===== config.mk =====
export PLATFORM = sky130hd
export DESIGN_NAME = i2s_axis_channel_scheduler
export DESIGN_NICKNAME = d
export VERILOG_FILES = /design/src/rtl/i2s_sched_pkg.sv /design/src/rtl/i2s_rr_picker.sv /design/src/rtl/i2s_axis_channel_scheduler.sv
export SDC_FILE = /design/constraint.sdc
export NUM_CORES = 1
export LEC_CHECK = 0
export BUFFER_PORTS_ARGS = -buffer_cell sky130_fd_sc_hd__buf_4
export CAP_MARGIN = 10
export CORE_AREA = 4 4 359 361
export DETAILED_ROUTE_END_ITERATION = 8
export DIE_AREA = 0 0 363 365
export GPL_TIMING_DRIVEN = 0
export PLACE_DENSITY = 0.35
export SLEW_MARGIN = 30
export SYNTH_ARGS = -nofsm -noshare
export SYNTH_HDL_FRONTEND = slang
export SYNTH_SLANG_ARGS = --single-unit
export TNS_END_PERCENT = 10

===== constraint.sdc =====
create_clock -name m00_axis_aclk -period 19.35 [get_ports m00_axis_aclk]
set_input_delay 3.87 -clock m00_axis_aclk [delete_from_list [all_inputs] [get_ports m00_axis_aclk]]
set_output_delay 3.87 -clock m00_axis_aclk [all_outputs]
set_load 0.01 [all_outputs]

===== src/rtl/i2s_sched_pkg.sv =====
// Purpose: shared constants, state encoding and helpers for the I2S channel scheduler.
// Latency: n/a (package only).
// Backpressure: n/a (package only).
package i2s_sched_pkg;

    // Channel id field carried in tdata is always a full byte.
    localparam int CH_ID_FIELD_W = 8;
    // Sample sits at the bottom of tdata.
    localparam int SAMPLE_LSB    = 0;

    typedef enum logic {
        SCAN = 1'b0,
        SEND = 1'b1
    } state_t;

    // Ceiling log2, floored at 1 so single-bit indices still get a width.
    function automatic int clog2(input int value);
        int r;
        r = 0;
        for (int i = 0; i < 31; i++) begin
            if ((1 << i) < value) begin
                r = i + 1;
            end
        end
        return (r < 1) ? 1 : r;
    endfunction

    // Channel id LSB sits directly above the sample.
    function automatic int id_lsb(input int sample_w);
        return sample_w;
    endfunction

endpackage


===== src/rtl/i2s_rr_picker.sv =====
// Purpose: round-robin grant picker; rotates req by rr_ptr, finds first set bit, un-rotates.
// Latency: purely combinational.
// Backpressure: none; the caller decides when a grant is consumed.
// Ports: req_i (request vector), rr_ptr_i (highest-priority index),
//        grant_valid_o (any request), grant_idx_o (winning index).
module i2s_rr_picker
    import i2s_sched_pkg::*;
#(
    parameter int N     = 32,
    parameter int IDX_W = clog2(N)
) (
    input  logic [N-1:0]     req_i,
    input  logic [IDX_W-1:0] rr_ptr_i,
    output logic             grant_valid_o,
    output logic [IDX_W-1:0] grant_idx_o
);

    logic [2*N-1:0]   req_dbl;
    logic [N-1:0]     req_rot;
    logic [IDX_W-1:0] ff_idx;
    logic [IDX_W:0]   idx_sum;

    always_comb begin
        // Doubling the vector makes the rotate a plain part-select.
        req_dbl = {req_i, req_i};
        req_rot = req_dbl[rr_ptr_i +: N];

        // Lowest set bit of the rotated vector wins (loop runs high-to-low).
        ff_idx = '0;
        for (int i = N - 1; i >= 0; i--) begin
            if (req_rot[i]) begin
                ff_idx = IDX_W'(i);
            end
        end

        // Un-rotate: add the pointer back modulo N.
        idx_sum = {1'b0, ff_idx} + {1'b0, rr_ptr_i};
        if (idx_sum >= (IDX_W + 1)'(N)) begin
            idx_sum = idx_sum - (IDX_W + 1)'(N);
        end

        grant_idx_o   = idx_sum[IDX_W-1:0];
        grant_valid_o = |req_i;
    end

endmodule


===== src/rtl/i2s_axis_channel_scheduler.sv =====
// Purpose: round-robin mux of per-channel I2S sample FIFOs onto one AXIS master, id-tagged, tlast-framed.
// Latency: ch_ready to tvalid 1 cycle for the granted channel; at most one beat per 2 cycles.
// Backpressure: beat held stable in SEND until tready; no FIFO pop while a beat is outstanding.
// Ports: ch_enable/ch_ready/ch_data in, ch_rd_en one-hot pop out; frame_flush ends packet early;
//        m00_axis_* master stream; frame_count = tlast beats accepted; busy = beat outstanding.
module i2s_axis_channel_scheduler
    import i2s_sched_pkg::*;
#(
    parameter int I2S_RECEIVER_NUM       = 32,
    parameter int I2S_DATA_BIT_WIDTH     = 24,
    parameter int C_M00_AXIS_TDATA_WIDTH = 32,
    parameter int FRAME_BEATS            = 32
) (
    input  logic                                         m00_axis_aclk,
    input  logic                                         m00_axis_aresetn,
    input  logic [I2S_RECEIVER_NUM-1:0]                  ch_enable,
    input  logic [I2S_RECEIVER_NUM-1:0]                  ch_ready,
    input  logic [I2S_RECEIVER_NUM*I2S_DATA_BIT_WIDTH-1:0] ch_data,
    output logic [I2S_RECEIVER_NUM-1:0]                  ch_rd_en,
    input  logic                                         frame_flush,
    output logic                                         m00_axis_tvalid,
    output logic [C_M00_AXIS_TDATA_WIDTH-1:0]            m00_axis_tdata,
    output logic [C_M00_AXIS_TDATA_WIDTH/8-1:0]          m00_axis_tstrb,
    output logic                                         m00_axis_tlast,
    input  logic                                         m00_axis_tready,
    output logic [31:0]                                  frame_count,
    output logic                                         busy
);

    localparam int N       = I2S_RECEIVER_NUM;
    localparam int W       = I2S_DATA_BIT_WIDTH;
    localparam int TDW     = C_M00_AXIS_TDATA_WIDTH;
    localparam int CH_ID_W = clog2(N);
    localparam int ID_LSB  = id_lsb(W);
    localparam logic [31:0] LAST_BEAT = 32'(FRAME_BEATS - 1);

    generate
        if (TDW < W + CH_ID_FIELD_W) begin : g_bad_width
            $error("C_M00_AXIS_TDATA_WIDTH must be >= I2S_DATA_BIT_WIDTH + 8");
        end
        if (N < 2 || N > 256) begin : g_bad_num
            $error("I2S_RECEIVER_NUM must be in 2..256");
        end
        if (FRAME_BEATS < 1) begin : g_bad_frame
            $error("FRAME_BEATS must be >= 1");
        end
    endgenerate

    state_t             state_q, state_d;
    logic [CH_ID_W-1:0] rr_ptr_q, rr_ptr_d;
    logic [31:0]        beat_cnt_q, beat_cnt_d;
    logic               flush_pend_q, flush_pend_d;
    logic               tvalid_q, tvalid_d;
    logic [TDW-1:0]     tdata_q, tdata_d;
    logic               tlast_q, tlast_d;
    logic [31:0]        frame_count_q, frame_count_d;

    logic [N-1:0]       req;
    logic               grant_valid;
    logic [CH_ID_W-1:0] grant_idx;

    assign req = ch_enable & ch_ready;

    i2s_rr_picker #(
        .N     (N),
        .IDX_W (CH_ID_W)
    ) u_picker (
        .req_i         (req),
        .rr_ptr_i      (rr_ptr_q),
        .grant_valid_o (grant_valid),
        .grant_idx_o   (grant_idx)
    );

    always_comb begin
        state_d       = state_q;
        rr_ptr_d      = rr_ptr_q;
        beat_cnt_d    = beat_cnt_q;
        flush_pend_d  = flush_pend_q | frame_flush;
        tvalid_d      = tvalid_q;
        tdata_d       = tdata_q;
        tlast_d       = tlast_q;
        frame_count_d = frame_count_q;
        ch_rd_en      = '0;

        case (state_q)
            SCAN: begin
                if (grant_valid) begin
                    ch_rd_en[grant_idx]               = 1'b1;
                    tdata_d                           = '0;
                    tdata_d[SAMPLE_LSB +: W]          = ch_data[grant_idx*W +: W];
                    tdata_d[ID_LSB +: CH_ID_FIELD_W]  = CH_ID_FIELD_W'(grant_idx);
                    // A flush arriving with this capture is folded into this beat's tlast,
                    // so it must not also linger as a pending flush.
                    tlast_d      = (beat_cnt_q == LAST_BEAT) | flush_pend_q | frame_flush;
                    flush_pend_d = flush_pend_q;
                    tvalid_d     = 1'b1;
                    rr_ptr_d     = (grant_idx == CH_ID_W'(N - 1)) ? '0 : grant_idx + 1'b1;
                    state_d      = SEND;
                end
            end
            SEND: begin
                if (tvalid_q && m00_axis_tready) begin
                    tvalid_d = 1'b0;
                    state_d  = SCAN;
                    if (tlast_q) begin
                        beat_cnt_d    = '0;
                        // A flush seen in this same cycle belongs to the next packet.
                        flush_pend_d  = frame_flush;
                        frame_count_d = frame_count_q + 32'd1;
                    end else begin
                        beat_cnt_d = beat_cnt_q + 32'd1;
                    end
                end
            end
            default: state_d = SCAN;
        endcase

        // No FIFO pops while reset is held.
        if (!m00_axis_aresetn) begin
            ch_rd_en = '0;
        end
    end

    always_ff @(posedge m00_axis_aclk) begin
        if (!m00_axis_aresetn) begin
            state_q       <= SCAN;
            rr_ptr_q      <= '0;
            beat_cnt_q    <= '0;
            flush_pend_q  <= 1'b0;
            tvalid_q      <= 1'b0;
            tdata_q       <= '0;
            tlast_q       <= 1'b0;
            frame_count_q <= '0;
        end else begin
            state_q       <= state_d;
            rr_ptr_q      <= rr_ptr_d;
            beat_cnt_q    <= beat_cnt_d;
            flush_pend_q  <= flush_pend_d;
            tvalid_q      <= tvalid_d;
            tdata_q       <= tdata_d;
            tlast_q       <= tlast_d;
            frame_count_q <= frame_count_d;
        end
    end

    assign m00_axis_tvalid = tvalid_q;
    assign m00_axis_tdata  = tdata_q;
    assign m00_axis_tlast  = tlast_q;
    assign m00_axis_tstrb  = '1;
    assign frame_count     = frame_count_q;
    assign busy            = (state_q == SEND);

endmodule


* Yosys cells after proc, flatten, opt, wreduce, memory -nomap -nowiden *
Cells that the tools add are included.

operators by class
  bitwise logic cells = 5
  divide/modulo/power cells = 0
  multiplexer cells = 50
  reductions and logical operators = 7
  multipliers = 1
  magnitude comparators = 3
  shift operators = 2
  $add $sub $neg = 5
  eq/ne operators = 5

operators by type and width
  cell                   count
  $shiftx 768x11->24     1
  $mux 5                 34
  $mux 32                4
  $add 32x1->32 const B  2
  $shiftx 64x6->32       1
  $and 32x32->32         1
  $eq 32x5->1 const B    1
  $reduce_or 32->1       1
  $mux 1                 8
  $mul 5x2->7 const B    1
  $add 5x5->6            1
  $ge 6x6->1 const B     1
  $lt 5x6->1 const B     1
  $pmux 1 s2             3
  $reduce_and 2->1       3
  $add 5x1->5 const B    1
  $demux 1 s5            1
  $eq 5x5->1 const B     1
  $ge 5x1->1 const B     1
  $sub 5x1->5 const B    1
  $ne 2x2->1 const B     2
  $or 1x1->1             3
  $reduce_and 3->1       1
  $logic_and 1x1->1      2
  other kinds (2)        2

storage, ports and cells
  ROM bits = 0
  bits of input ports = 836
  RAM bits = 0
  register bits after elaboration = 102
  bits in latches = 0
  output and inout bits = 103
  memories = 0

* Logic depth before layout (Yosys ltp) *
Gate-level depths: netlist of the first run.

  word-level depth = 44
  depth in mapped cells = 25

* Modules after synthesis *
Synthesis of the first run repeated with hierarchy kept, for this count alone.

second synthesis, totals
  cell total of the unflattened synthesis = 1,456
  area, all modules = 14,881.8 µm²

by module, submodules not included
  module                      area each (µm²)  seq. area each (µm²)  times used  cells an instance
  i2s_axis_channel_scheduler  10,964.3         2,042.0               1           1,091
  i2s_rr_picker               3,917.5          0.0                   1           365

* Worst setup path after synthesis of the first run *
No wires, ideal clock.

  path kind = input-to-output
  start = in ch_ready[10]
  end = out ch_rd_en[16]
  arrival = 8.911 ns
  cell stages on the path = 20
  path buffers = 4
  slack = 6.569 ns
  cell sequence = or4bb_1 and4_1 mux4_2 a211oi_1 a221oi_1 o22ai_1 a211oi_1 o41ai_1 a21oi_1 a22o_1 ha_1 clkbuf_1 clkbuf_1 buf_1 clkbuf_1 inv_1 ha_1 nand3_1 nand2b_1 nor2_1

between the ends
  cells in the longest elaborated chain, start to end = 44

RTL lines
  element                                                         line                                      RTL
  start: declaration                                              i2s_axis_channel_scheduler.sv:17          input logic [I2S_RECEIVER_NUM-1:0] ch_ready,
  $and 32x32->32 (*)                                              i2s_axis_channel_scheduler.sv:62          assign req = ch_enable & ch_ready;
  $shiftx 64x6->32 (*)                                            i2s_rr_picker.sv:26                       req_rot = req_dbl[rr_ptr_i +: N];
  $mux 5 (31 in series)                                           i2s_rr_picker.sv:31                       if (req_rot[i]) begin
  $mux 5 (*)                                                      i2s_rr_picker.sv:31
  $add 5x5->6 (*)                                                 i2s_rr_picker.sv:37                       idx_sum = {1'b0, ff_idx} + {1'b0, rr_ptr_i};
  $sub 5x1->5 or $ge 6x6->1 (tied branches)                       i2s_rr_picker.sv:39, i2s_rr_picker.sv:38
  $mux 5 (*)                                                      i2s_rr_picker.sv:38                       if (idx_sum >= (IDX_W + 1)'(N)) begin
  named net grant_idx[0]                                          i2s_axis_channel_scheduler.sv:60          logic [CH_ID_W-1:0] grant_idx;
  $lt 5x6->1 (not written as such) or $ge 5x1->1 (tied branches)  i2s_axis_channel_scheduler.sv:88          ch_rd_en[grant_idx] = 1'b1;
  $logic_and 1x1->1 (not written as such)                         i2s_axis_channel_scheduler.sv:88
  $mux 1 (not written as such)                                    i2s_axis_channel_scheduler.sv:88
  $demux 1 s5 (*)                                                 i2s_axis_channel_scheduler.sv:88
  $mux 32 (*)                                                     i2s_axis_channel_scheduler.sv:87          if (grant_valid) begin
  $mux 32 (*)                                                     i2s_axis_channel_scheduler.sv:85          case (state_q)
  $mux 32 (*)                                                     i2s_axis_channel_scheduler.sv:119         if (!m00_axis_aresetn) begin
  end: declaration                                                i2s_axis_channel_scheduler.sv:19          output logic [I2S_RECEIVER_NUM-1:0] ch_rd_en,

Mark *: on every way through the listed nets, which the timed path passes. The rest lies on a longest branch.

* Worst setup path after layout of the first run *
  start = in ch_ready[10]
  end = out ch_rd_en[24]

The elaborated chain is that of the path after synthesis.

==> impl_metrics.csv, run 1 <==
group,metric,value,unit
placed_design,placement.io_buffers,930,
placed_design,gp_congestion,0.893,
worst_setup_path,end_kind,"output pin",
synthesis,yosys_most_used_dff,"dfxtp_1",
clocking,cts_setup_buffers,0,
run_status,status,"finished clean",
die,io_pins,939,
clocking,cts_tree,"yes",
worst_setup_path,required,15.48,ns
synthesis,yosysMostFrequentCell,"mux4_2",
synthesis,synthesis.area,0.0145,mm²
synthesis,synth_cells,1431,
synthesis,synth_top_area_cell,"mux4_2",
synthesis,yosysSeqAreaShare,0.141,
timing,grt_setup_unrepaired,"no",
global_route,grt_pass1_wl,180000,µm
route,num_vias,17900,
clocking,cts_sinks,102,
final_layout,fillers,14100,
synthesis,ys_types,67,
final_layout,seq_area,0.00204,mm²
global_route,grt_max_degree,20,
clocking,clockBufferDepth,2,
worst_setup_path,crit_type,"in -> out",
die,die-area,0.132,mm²
synthesis,synth_top_area_frac,0.427,
route,wl_per_cell,35.5,µm
global_route,antenna_found_initial,78,
clocking,cts_buffers,9,
worst_setup_path,crit_arrival,11.89,ns
synthesis,syn_avg_cell_area,10.1,µm²
synthesis,yosys_warnings,0,
global_route,gr-total-overflow,0,
route,drc_errors,0,
min_path,min_path_type,"reg -> reg",
worst_setup_path,path_buf_inv,7,
die,start_util,0.116,
final_layout,layout.nets,3229,
worst_setup_path,slowest_stage,"clkbuf_1",
clocking,insertion_delay,0.40,ns
die,die_h,365,µm
timing,post-route-min-period,15.76,ns
power,power_leakage,9.60,nW
worst_setup_path,cp_max_fo,10,
timing,worstMarginPinSlew,0.976,ns
route,drtIter0Drc,1660,
synthesis,synthTopCellsByArea,"mux4_2 43%, dfxtp_1 14%, nand2_1 3.9%",
synthesis,async_reset_ff_frac,0,
clocking,cts-root-buf,"clkbuf_16",
final_layout,syn_to_final_growth,66.2,%
timing,relSlewSlack,0.350,
synthesis,synthTopCellsByCount,"275 x mux4_2, 152 x nand2_1, 139 x nor2_1, 102 x dfxtp_1, 73 x clkbuf_1",
timing,max_freq,0.0635,GHz
worst_setup_path,crit_family,"buffers and inverters",
flow_run,drv_cap,0,
clocking,cts_hold_buffers,0,
synthesis,synth-seq-cells,102,
power,ir_worst_vdd,0.152,mV
timing,hold_ws,0.466,ns
die,rows,130,
timing,finalHoldViolCount,0,
final_layout,finish.utilization,0.192,
timing,fin_worst_skew,0.0270,ns
worst_setup_path,crit_top_cell,"clkbuf_1",
placed_design,post-place-ws,3.57,ns
timing,setup_viol,0,
final_layout,multi_input_area,0.0119,mm²
clocking,ctsResizeCount,0,
route,routed_wl,144000,µm
clocking,clkTransAtPathRegs,0.08,ns
global_route,grt_pass1_vias,18100,
worst_setup_path,crit_chain,"buf_4 -> or4bb_1 -> and4_1 -> mux4_2 -> a211oi_1 -> a221oi_1 -> o22ai_1 -> a211oi_1 -> o41ai_1 -> a21oi_1 -> a22o_1 -> ha_1 -> fa_1 -> clkbuf_1 -> clkbuf_1 -> clkbuf_1 -> buf_1 -> inv_1 -> ha_1 -> nand3_1 -> nand2b_1 -> nor2_1 -> buf_4",
clocking,cts-htree-levels,3,
route,drtPass1Iterations,7,
die,core,0.125,mm²
timing,fin_crit_sh,0.814,
synthesis,synth_edf_count,0,
power,p_per_area,254,mW/mm²
final_layout,drive_gt1_frac,0.551,
global_route,grtUsageTotal,0.206,
worst_setup_path,slowest_delay,0.68,ns
timing,fin_setup_tns,0,ns
route,ant_nets,0,
placed_design,hpwl,128000,µm
timing,drv_slew,0,
worst_setup_path,start_kind,"input pin",
timing,setup_slack,3.59,ns
route,viasPerCell,4.42,
die,die_w,363,µm
## path summary, 6_finish.rpt
path,from,endpoint,slack (ns),depth (start not counted)
worst max-delay path,ch_ready[10],ch_rd_en[24],3.59,23
worst min-delay path,flush_pend_q,flush_pend_q,0.47,2
worst max register to register,rr_ptr_q[1],m00_axis_tdata[5],9.97,22
worst min register to register,flush_pend_q,flush_pend_q,0.47,2
## logic make-up (layout without fill, tap and decap cells)
logic type	Yosys count	in the layout	synth area share
muxes	327	327	0.464
buffers and inverters	145	1096	0.0446
AOI/OAI and AO/OA	192	192	0.0887
adders and majority gates	11	11	0.0100
other	2	31	0.000518
and+or+nand+nor	591	591	0.214
DFF	102	102	0.141
xor gates and xnor gates	61	61	0.0374
## routing by layer
| metal | part of all wire | GRT usage |
|---|---|---|
| met4 | 0.026 | 0.0499 |
| met1 | 0.37 | 0.233 |
| met2 | 0.54 | 0.387 |
| met5 | 0.0016 | 0 |
| met3 | 0.065 | 0.0494 |
## final cells by class
type	instances	area share
Antenna cell	24	0.00249
Buffer	133	0.0265
Clock buffer	9	0.00935
Clock inverter	7	0.00275
Inverter	12	0.00187
Multi-Input combinational cell	1189	0.492
Sequential cell	102	0.0848
Tap cell	1650	0.0857
Timing Repair Buffer	935	0.295
## worst reg2reg max path, cell delays in order, from the launching register on
cell and delay [ns]:
dfxtp_1 0.74, buf_4 0.34, buf_2 0.35, buf_2 0.36, buf_2 0.37, mux4_2 0.63
mux4_2 0.51, a211oi_1 0.18, a221oi_1 0.09, o22ai_1 0.16, a211oi_1 0.10, o41ai_1 0.65
a21oi_1 0.15, a22o_1 0.25, ha_1 0.22, fa_1 0.57, clkbuf_1 0.55, clkbuf_1 0.68
clkbuf_1 0.56, clkbuf_1 0.72, mux4_2 0.51, a211oi_1 0.50, nor4_1 0.10
## flip-flops by register name (all words and copies together), names as in the netlist
signal           flops
m00_axis_tlast       1
m00_axis_tdata      29
rr_ptr_q             5
frame_count         32
busy                 1
flush_pend_q         1
m00_axis_tvalid      1
beat_cnt_q          32
## cell usage in the layout, fill, tap and decap left out, types with 42 or more instances in the layout
cell type    n
buf_4      947
clkbuf_1    56
dfxtp_1    102
mux2i_1     46
mux4_2     275
nand2_1    152
nand4_1     59
nor2_1     139
nor3_1      45
o21ai_0     42
## through the flow
stage | power [mW] | area, µm² | std cells
5_1_grt | 6.38 | 24100 | 4048
2_1_floorplan | 3.37 | 14500 | 1436
4_1_cts | 6.31 | 24000 | 4037
6_report | 6.12 | 24100 | 4061
3_3_place_gp | 6.01 | 23600 | 4016
3_5_place_dp | 6.09 | 23700 | 4021
## report_power, final
group	internal [mW]	switching (mW)	leakage, nW
clock network	0.0908	0.109	0.141
logic	2.29	3.37	8.63
registers	0.239	0.0214	0.831
(Power assumes the default switching activity.)
==> inputs of run 2 (changes only) <==
--- a/config.mk
+++ b/config.mk
@@ -7,11 +7,11 @@
 export LEC_CHECK = 0
 export BUFFER_PORTS_ARGS = -buffer_cell sky130_fd_sc_hd__buf_4
 export CAP_MARGIN = 10
-export CORE_AREA = 4 4 359 361
+export CORE_AREA = 4 4 360 362
 export DETAILED_ROUTE_END_ITERATION = 8
-export DIE_AREA = 0 0 363 365
+export DIE_AREA = 0 0 364 366
 export GPL_TIMING_DRIVEN = 0
-export PLACE_DENSITY = 0.35
+export PLACE_DENSITY = 0.36
 export SLEW_MARGIN = 30
 export SYNTH_ARGS = -nofsm -noshare
 export SYNTH_HDL_FRONTEND = slang
==> constraint.sdc (replaced) <==
create_clock -name m00_axis_aclk -period 13.95 [get_ports m00_axis_aclk]
set_input_delay 2.79 -clock m00_axis_aclk [delete_from_list [all_inputs] [get_ports m00_axis_aclk]]
set_output_delay 2.79 -clock m00_axis_aclk [all_outputs]
set_load 0.01 [all_outputs]
==> run 2 against run 1 <==
- count of clock-buffer cells in the layout unchanged
- worst setup slack lost 3.0 ns
- total power is 37% higher
- register-to-register slack got worse by 5.4 ns
- first-iteration DRC count shrank 5.1%
- critical path type unchanged
- via count grew 0.41%
- clock power increased by 48%
- sequential power up 40%
- core utilization decreased by 0.18 points
- non-clock buffer count fell by 1
- cell area barely moved
==> impl_metrics.csv, run 2 (synthesized netlist as in run 1, its figures left out) <==
group,metric,value,unit
timing,worstMarginPinSlew,1.07,ns
global_route,antenna_found_initial,96,
global_route,grtUsageTotal,0.208,
clocking,cts_setup_buffers,0,
worst_setup_path,rr_endpoint,"m00_axis_tdata[3]",
clocking,insertion_delay,0.40,ns
clocking,clkTransAtPathRegs,0.07,ns
clocking,cts-root-buf,"clkbuf_16",
clocking,cts_hold_buffers,0,
die,io_pins,939,
route,num_vias,18000,
worst_setup_path,crit_top_cell,"clkbuf_1",
worst_setup_path,required,11.16,ns
clocking,cts_buffers,9,
die,core,0.127,mm²
die,rows,131,
worst_setup_path,path_buf_inv,7,
timing,setup_viol,0,
route,wl_per_cell,35.5,µm
timing,max_freq,0.0750,GHz
worst_setup_path,slowest_stage,"clkbuf_1",
clocking,cts_tree,"yes",
route,drtPass1Iterations,7,
worst_setup_path,r2r_setup_slack,4.60,ns
timing,drv_slew,0,
timing,fin_crit_sh,0.956,
die,die_w,364,µm
worst_setup_path,cp-endpoint,"ch_rd_en[21]",
flow_run,drv_cap,0,
worst_setup_path,slowest_delay,0.72,ns
placed_design,placement.io_buffers,930,
timing,fin_worst_skew,0.0194,ns
placed_design,place_area,0.0237,mm²
global_route,grt_pass1_vias,18100,
power,p_per_area,348,mW/mm²
route,viasPerCell,4.42,
die,start_util,0.114,
global_route,grt_max_degree,17,
final_layout,final_area,0.0241,mm²
final_layout,final_common_cell,"buf_4",
clocking,cts_sinks,102,
clocking,clockBufferDepth,2,
die,die-area,0.133,mm²
min_path,min_path_type,"reg -> reg",
worst_setup_path,crit_type,"in -> out",
power,ir_worst_vdd,0.268,mV
worst_setup_path,cp_num_cells,23,
global_route,grt_pass1_wl,183000,µm
power,power,8.40,mW
timing,post-route-min-period,13.34,ns
worst_setup_path,cp-startpoint,"ch_ready[18]",
worst_setup_path,cp_max_fo,10,
worst_setup_path,crit_family,"buffers and inverters",
clocking,cts-htree-levels,3,
worst_setup_path,r2r_cells,22,
timing,fin_setup_tns,0,ns
route,drc_errors,0,
placed_design,gp_congestion,0.922,
timing,grt_setup_unrepaired,"no",
route,drtIter0Drc,1575,
global_route,gr-total-overflow,0,
worst_setup_path,end_kind,"output pin",
final_layout,layout.nets,3228,
final_layout,final_cell_mix,"947 x buf_4, 275 x mux4_2, 152 x nand2_1",
run_status,status,"finished clean",
worst_setup_path,crit_chain,"buf_4 -> nand2_1 -> mux4_2 -> a22o_1 -> a221oi_1 -> a21o_1 -> nand4bb_1 -> a211oi_1 -> o41ai_1 -> a21oi_1 -> a22o_1 -> ha_1 -> fa_1 -> clkbuf_1 -> clkbuf_1 -> clkbuf_1 -> clkbuf_2 -> inv_1 -> ha_1 -> nand3_1 -> nand2b_1 -> nor2_1 -> buf_4",
route,routed_wl,145000,µm
timing,finalHoldViolCount,0,
timing,relSlewSlack,0.289,
worst_setup_path,start_kind,"input pin",
placed_design,hpwl,129000,µm
route,ant_nets,0,
final_layout,syn_to_final_growth,66.4,%
die,die_h,366,µm
power,power_leakage,9.61,nW
worst_setup_path,crit_arrival,10.55,ns
final_layout,drive_gt1_frac,0.552,
final_layout,fillers,14200,
worst_setup_path,rr_startpoint,"rr_ptr_q[0]",
[run 2: area by class of cell]
| cell class | count | area (µm²) | area share |
|---|---|---|---|
| timing repair buffer | 934 | 7070 | 0.293 |
| clock buffer | 9 | 225 | 0.00934 |
| clock inverter | 5 | 82.6 | 0.00342 |
| buffer | 133 | 642 | 0.0266 |
| antenna | 27 | 67.6 | 0.00280 |
| multi-input combinational | 1189 | 11900 | 0.492 |
| sequential | 102 | 2040 | 0.0847 |
| tap | 1662 | 2080 | 0.0862 |
| inverter | 12 | 45.0 | 0.00187 |
[run 2: how the worst min path moves through the flow]
stage / startpoint / end / slack (ns) / depth (start not counted)
6_report: flush_pend_q / flush_pend_q / 0.47 / 2
5_1_grt: flush_pend_q / flush_pend_q / 0.51 / 2
4_1_cts: flush_pend_q / flush_pend_q / 0.46 / 2
3_5_place_dp: flush_pend_q / flush_pend_q / 0.45 / 2
3_3_place_gp: flush_pend_q / flush_pend_q / 0.45 / 2
2_1_floorplan: flush_pend_q / flush_pend_q / 0.44 / 2
[run 2: worst reg2reg max path: stages (launching register included)]
cell and delay (ns):
dfxtp_1 0.59, buf_4 0.27, buf_6 0.17, buf_2 0.31
buf_1 0.75, mux4_2 0.63, mux4_2 0.50, a211oi_1 0.18
a221oi_1 0.09, o22ai_1 0.17, a211oi_1 0.10, o41ai_1 0.59
a21oi_1 0.16, a22o_1 0.24, ha_1 0.21, fa_1 0.64
clkbuf_1 0.59, clkbuf_1 0.71, clkbuf_1 0.57, clkbuf_1 0.71
mux4_2 0.43, o221ai_1 0.20, nor4_1 0.41
[run 2: metrics by stage]
step | utilization | hold WS [ns] | worst slack [ns] | cells
final | 0.190 | 0.467 | 0.608 | 4073
after global routing | 0.190 | 0.509 | 0.118 | 4063
after CTS | 0.190 | 0.462 | 0.153 | 4046
after detailed placement | 0.187 | 0.451 | 0.137 | 4032
after global placement | 0.186 | 0.449 | 0.0506 | 4028
after floorplan | - | 0.437 | 3.33 | 1436
[run 2: where the power goes]
group | leakage (nW) | total (mW) | switching, mW | internal [mW]
combinational | 8.63 | 7.75 | 4.59 | 3.16
clock | 0.152 | 0.295 | 0.139 | 0.157
sequential | 0.831 | 0.363 | 0.0324 | 0.331
total | 9.61 | 8.40 | 4.76 | 3.64
[run 2: timing repair]
action,4_1_cts,5_1_grt
endpoints found under the hold margin,0,0
resized for setup,0,2
setup endpoints to repair,0,8
[run 2: layer usage]
layer	routed length, µm	track usage	vias up
met4	5810	0.0687	38
met5	255	0	-
met3	10100	0.0509	193
li1	-	-	7730
met2	76600	0.388	871
met1	51800	0.229	9184
==> inputs of run 3 (changes only) <==
--- a/config.mk
+++ b/config.mk
@@ -7,13 +7,15 @@
 export LEC_CHECK = 0
 export BUFFER_PORTS_ARGS = -buffer_cell sky130_fd_sc_hd__buf_4
 export CAP_MARGIN = 10
-export CORE_AREA = 4 4 360 362
+export CORE_AREA = 4 4 364 366
 export DETAILED_ROUTE_END_ITERATION = 8
-export DIE_AREA = 0 0 364 366
+export DIE_AREA = 0 0 368 370
 export GPL_TIMING_DRIVEN = 0
 export PLACE_DENSITY = 0.36
+export RECOVER_POWER = 100
 export SLEW_MARGIN = 30
 export SYNTH_ARGS = -nofsm -noshare
 export SYNTH_HDL_FRONTEND = slang
+export SYNTH_HIERARCHICAL = 1
 export SYNTH_SLANG_ARGS = --single-unit
 export TNS_END_PERCENT = 10
==> run 3 against run 2 <==
- the run now ends with capacitance limit, slew limit left
- fmax up 3.6%
- worst setup slack better by 0.46 ns
- die area up 2.2%
- clock skew down 0.0048 ns
- hold slack worse by 0.0051 ns
- critical path depth down 1
- synthesized cell count up 1.7%
- highest routed layer unchanged
==> impl_metrics.csv, run 3 <==
group,metric,value,unit
timing,fin_worst_skew,0.0146,ns
final_layout,final_cell_mix,"862 x buf_4, 202 x mux4_2, 148 x clkbuf_1",
global_route,grt_pass1_wl,190000,µm
flow_run,drv_cap,4,
route,viasPerCell,4.39,
power,ir_worst_vdd,0.292,mV
min_path,min_path_type,"reg -> reg",
worst_setup_path,r2r_setup_slack,4.13,ns
power,combPwrFrac,0.927,
placed_design,gp_congestion,0.841,
route,num_vias,18300,
synthesis,ys_types,94,
global_route,antenna_found_initial,63,
power,swShare,0.631,
synthesis,synth_top_area_frac,0.306,
run_status,status,"finished, violations left",
die,die-area,0.136,mm²
clocking,clkTransAtPathRegs,0.09,ns
die,rows,132,
route,drtIter0Drc,1334,
clocking,cts_hold_buffers,0,
worst_setup_path,crit_type,"in -> out",
worst_setup_path,slowest_stage,"clkbuf_1",
synthesis,synth_top_area_cell,"mux4_2",
synthesis,synth_cells,1456,
timing,fin_crit_sh,0.923,
timing,drv_slew,43,
power,seqPwrFrac,0.039,
route,wl_met1,60700,µm
worst_setup_path,crit_chain,"clkbuf_4 -> and2_0 -> mux4_2 -> mux4_2 -> o211ai_1 -> nand2_1 -> a2111oi_0 -> a211oi_1 -> and4b_1 -> ha_1 -> inv_1 -> fa_1 -> inv_1 -> buf_4 -> buf_2 -> buf_2 -> clkbuf_1 -> inv_1 -> ha_1 -> nand3_1 -> nor2_1 -> clkbuf_1",
worst_setup_path,end_kind,"output pin",
worst_setup_path,required,11.16,ns
worst_setup_path,path_buf_inv,9,
power,power_leakage,9.55,nW
worst_setup_path,cp_max_fo,10,
clocking,ctsResizeCount,0,
timing,grt_setup_unrepaired,"no",
die,core,0.129,mm²
min_path,hold_depth,2,
die,start_util,0.115,
clocking,insertion_delay,0.38,ns
synthesis,syn_avg_cell_area,10.2,µm²
timing,worstMarginPinSlew,1.96,ns
worst_setup_path,cp-endpoint,"ch_rd_en[13]",
power,p_int,3.39,mW
final_layout,layout.nets,3256,
route,top_layer_used,"met5",
final_layout,final_common_cell,"buf_4",
final_layout,final_area,0.0241,mm²
worst_setup_path,crit_arrival,10.09,ns
route,wl_per_cell,36.1,µm
clocking,cts-htree-levels,3,
final_layout,fillers,14700,
placed_design,hpwl,130000,µm
worst_setup_path,rr_endpoint,"m00_axis_tdata[18]",
clocking,cts_buffers,9,
route,dr_wl_met2,78500,µm
placed_design,placement.io_buffers,931,
worst_setup_path,r2r_cells,21,
clocking,cts-root-buf,"clkbuf_16",
die,io_pins,939,
route,wl_met3,7850,µm
synthesis,yosys_most_used_dff,"dfxtp_1",
run_status,violations,"capacitance limit, slew limit",
route,drc_errors,0,
synthesis,synth-seq-cells,102,
die,die_w,368,µm
synthesis,yosysSeqAreaShare,0.137,
synthesis,yosysMostFrequentCell,"mux4_2",
synthesis,async_reset_ff_frac,0,
global_route,grt_max_degree,21,
route,routed_wl,151000,µm
worst_setup_path,crit_family,"buffers and inverters",
placed_design,post-place-ws,1.59,ns
synthesis,synthTopCellsByCount,"202 x mux4_2, 134 x nor2_1, 109 x mux2i_1, 102 x dfxtp_1, 64 x nand2_1",
worst_setup_path,crit_top_cell,"inv_1",
global_route,grt_pass1_vias,18800,
timing,max_freq,0.0777,GHz
clocking,cts_tree,"yes",
global_route,grtUsageTotal,0.210,
timing,post-route-min-period,12.88,ns
worst_setup_path,rr_startpoint,"rr_ptr_q[3]",
synthesis,synthesis.area,0.0149,mm²
timing,setup_viol,0,
placed_design,place_area,0.0242,mm²
worst_setup_path,start_kind,"input pin",
clocking,cts_setup_buffers,0,
worst_setup_path,slowest_delay,0.99,ns
timing,setup_slack,1.07,ns
power,clockPowerShare,0.035,
timing,finalHoldViolCount,0,
route,ant_nets,0,
timing,relSlewSlack,-0.313,
clocking,cts_sinks,102,
final_layout,syn_to_final_growth,62.3,%
global_route,gr-total-overflow,0,
worst_setup_path,cp-startpoint,"ch_enable[13]",
synthesis,yosys_warnings,6,
route,drtPass1Iterations,7,
final_layout,drive_gt1_frac,0.503,
synthesis,synthTopCellsByArea,"mux4_2 31%, dfxtp_1 14%, mux2i_1 7.3%",
synthesis,synth_edf_count,0,
power,p_sw,5.79,mW
die,die_h,370,µm
timing,fin_setup_tns,0,ns
worst_setup_path,cp_num_cells,22,
power,p_per_area,380,mW/mm²
clocking,clockBufferDepth,2,
## run 3: power by group through the flow
stage | logic, mW | clock network, mW | registers [mW]
3_3_place_gp | 8.70 | 0 | 0.361
2_1_floorplan | 4.30 | 0 | 0.369
5_1_grt | 8.78 | 0.344 | 0.359
6_report | 8.50 | 0.320 | 0.354
3_5_place_dp | 8.74 | 0 | 0.362
4_1_cts | 8.76 | 0.336 | 0.355
## run 3: how the worst min path moves through the flow
stage                            start                  to  slack, ns
finish                     rr_ptr_q[4]         rr_ptr_q[4]       0.46
floorplan                  rr_ptr_q[4]         rr_ptr_q[4]       0.44
CTS                        rr_ptr_q[4]         rr_ptr_q[4]       0.46
global route        m00_axis_tdata[27]  m00_axis_tdata[27]       0.49
global placement    m00_axis_tdata[27]  m00_axis_tdata[27]       0.45
detailed placement         rr_ptr_q[4]         rr_ptr_q[4]       0.45
## run 3: layout make-up
type,instances,area [µm²],share of cell area
clock inverters,7,129,0.00534
plain buffers,140,807,0.0334
flip-flops and latches,102,2040,0.0846
well taps,1742,2180,0.0903
clock buffers,9,225,0.00933
repair buffers,936,6680,0.277
diodes,19,47.5,0.00197
inverters,25,93.8,0.00389
multi-input cells,1194,11900,0.495
## run 3: kinds of logic (layout without fill, tap and decap cells)
kind of cell               count (synthesis)  after routing  synth area share
and+or+nand+nor                          445            445             0.159
muxes                                    377            377             0.450
AOI/OAI and AO/OA                        288            288             0.141
buffers and inverters                    165           1117            0.0624
DFF                                      102            102             0.137
xor gates and xnor gates                  65             65            0.0383
adders and majority gates                 12             12            0.0106
other                                      2             26          0.000505
## run 3: per-stage QoR
step	std cells	hold WS, ns	power (mW)	util
final	4174	0.462	9.18	0.187
after global routing	4166	0.488	9.48	0.187
after CTS	4155	0.462	9.46	0.190
after detailed placement	4139	0.447	9.10	0.187
after global placement	4134	0.447	9.06	0.186
after floorplan	1461	0.435	4.67	-
## run 3: worst reg2reg max path: cells and delay by family, from the launching register on
kind            cells  cell delay [ns]
buf+inv             8             5.09
mux                 4             1.98
compound gates      5             1.13
fa+ha+maj           2             0.61
flops               1             0.53
simple gates        2             0.36
## run 3: per-layer routing
metal / GRT usage / vias to the layer above
met5: 0 / -
met4: 0.0444 / 18
met3: 0.0312 / 134
met2: 0.388 / 889
met1: 0.257 / 9426
li1: - / 7855
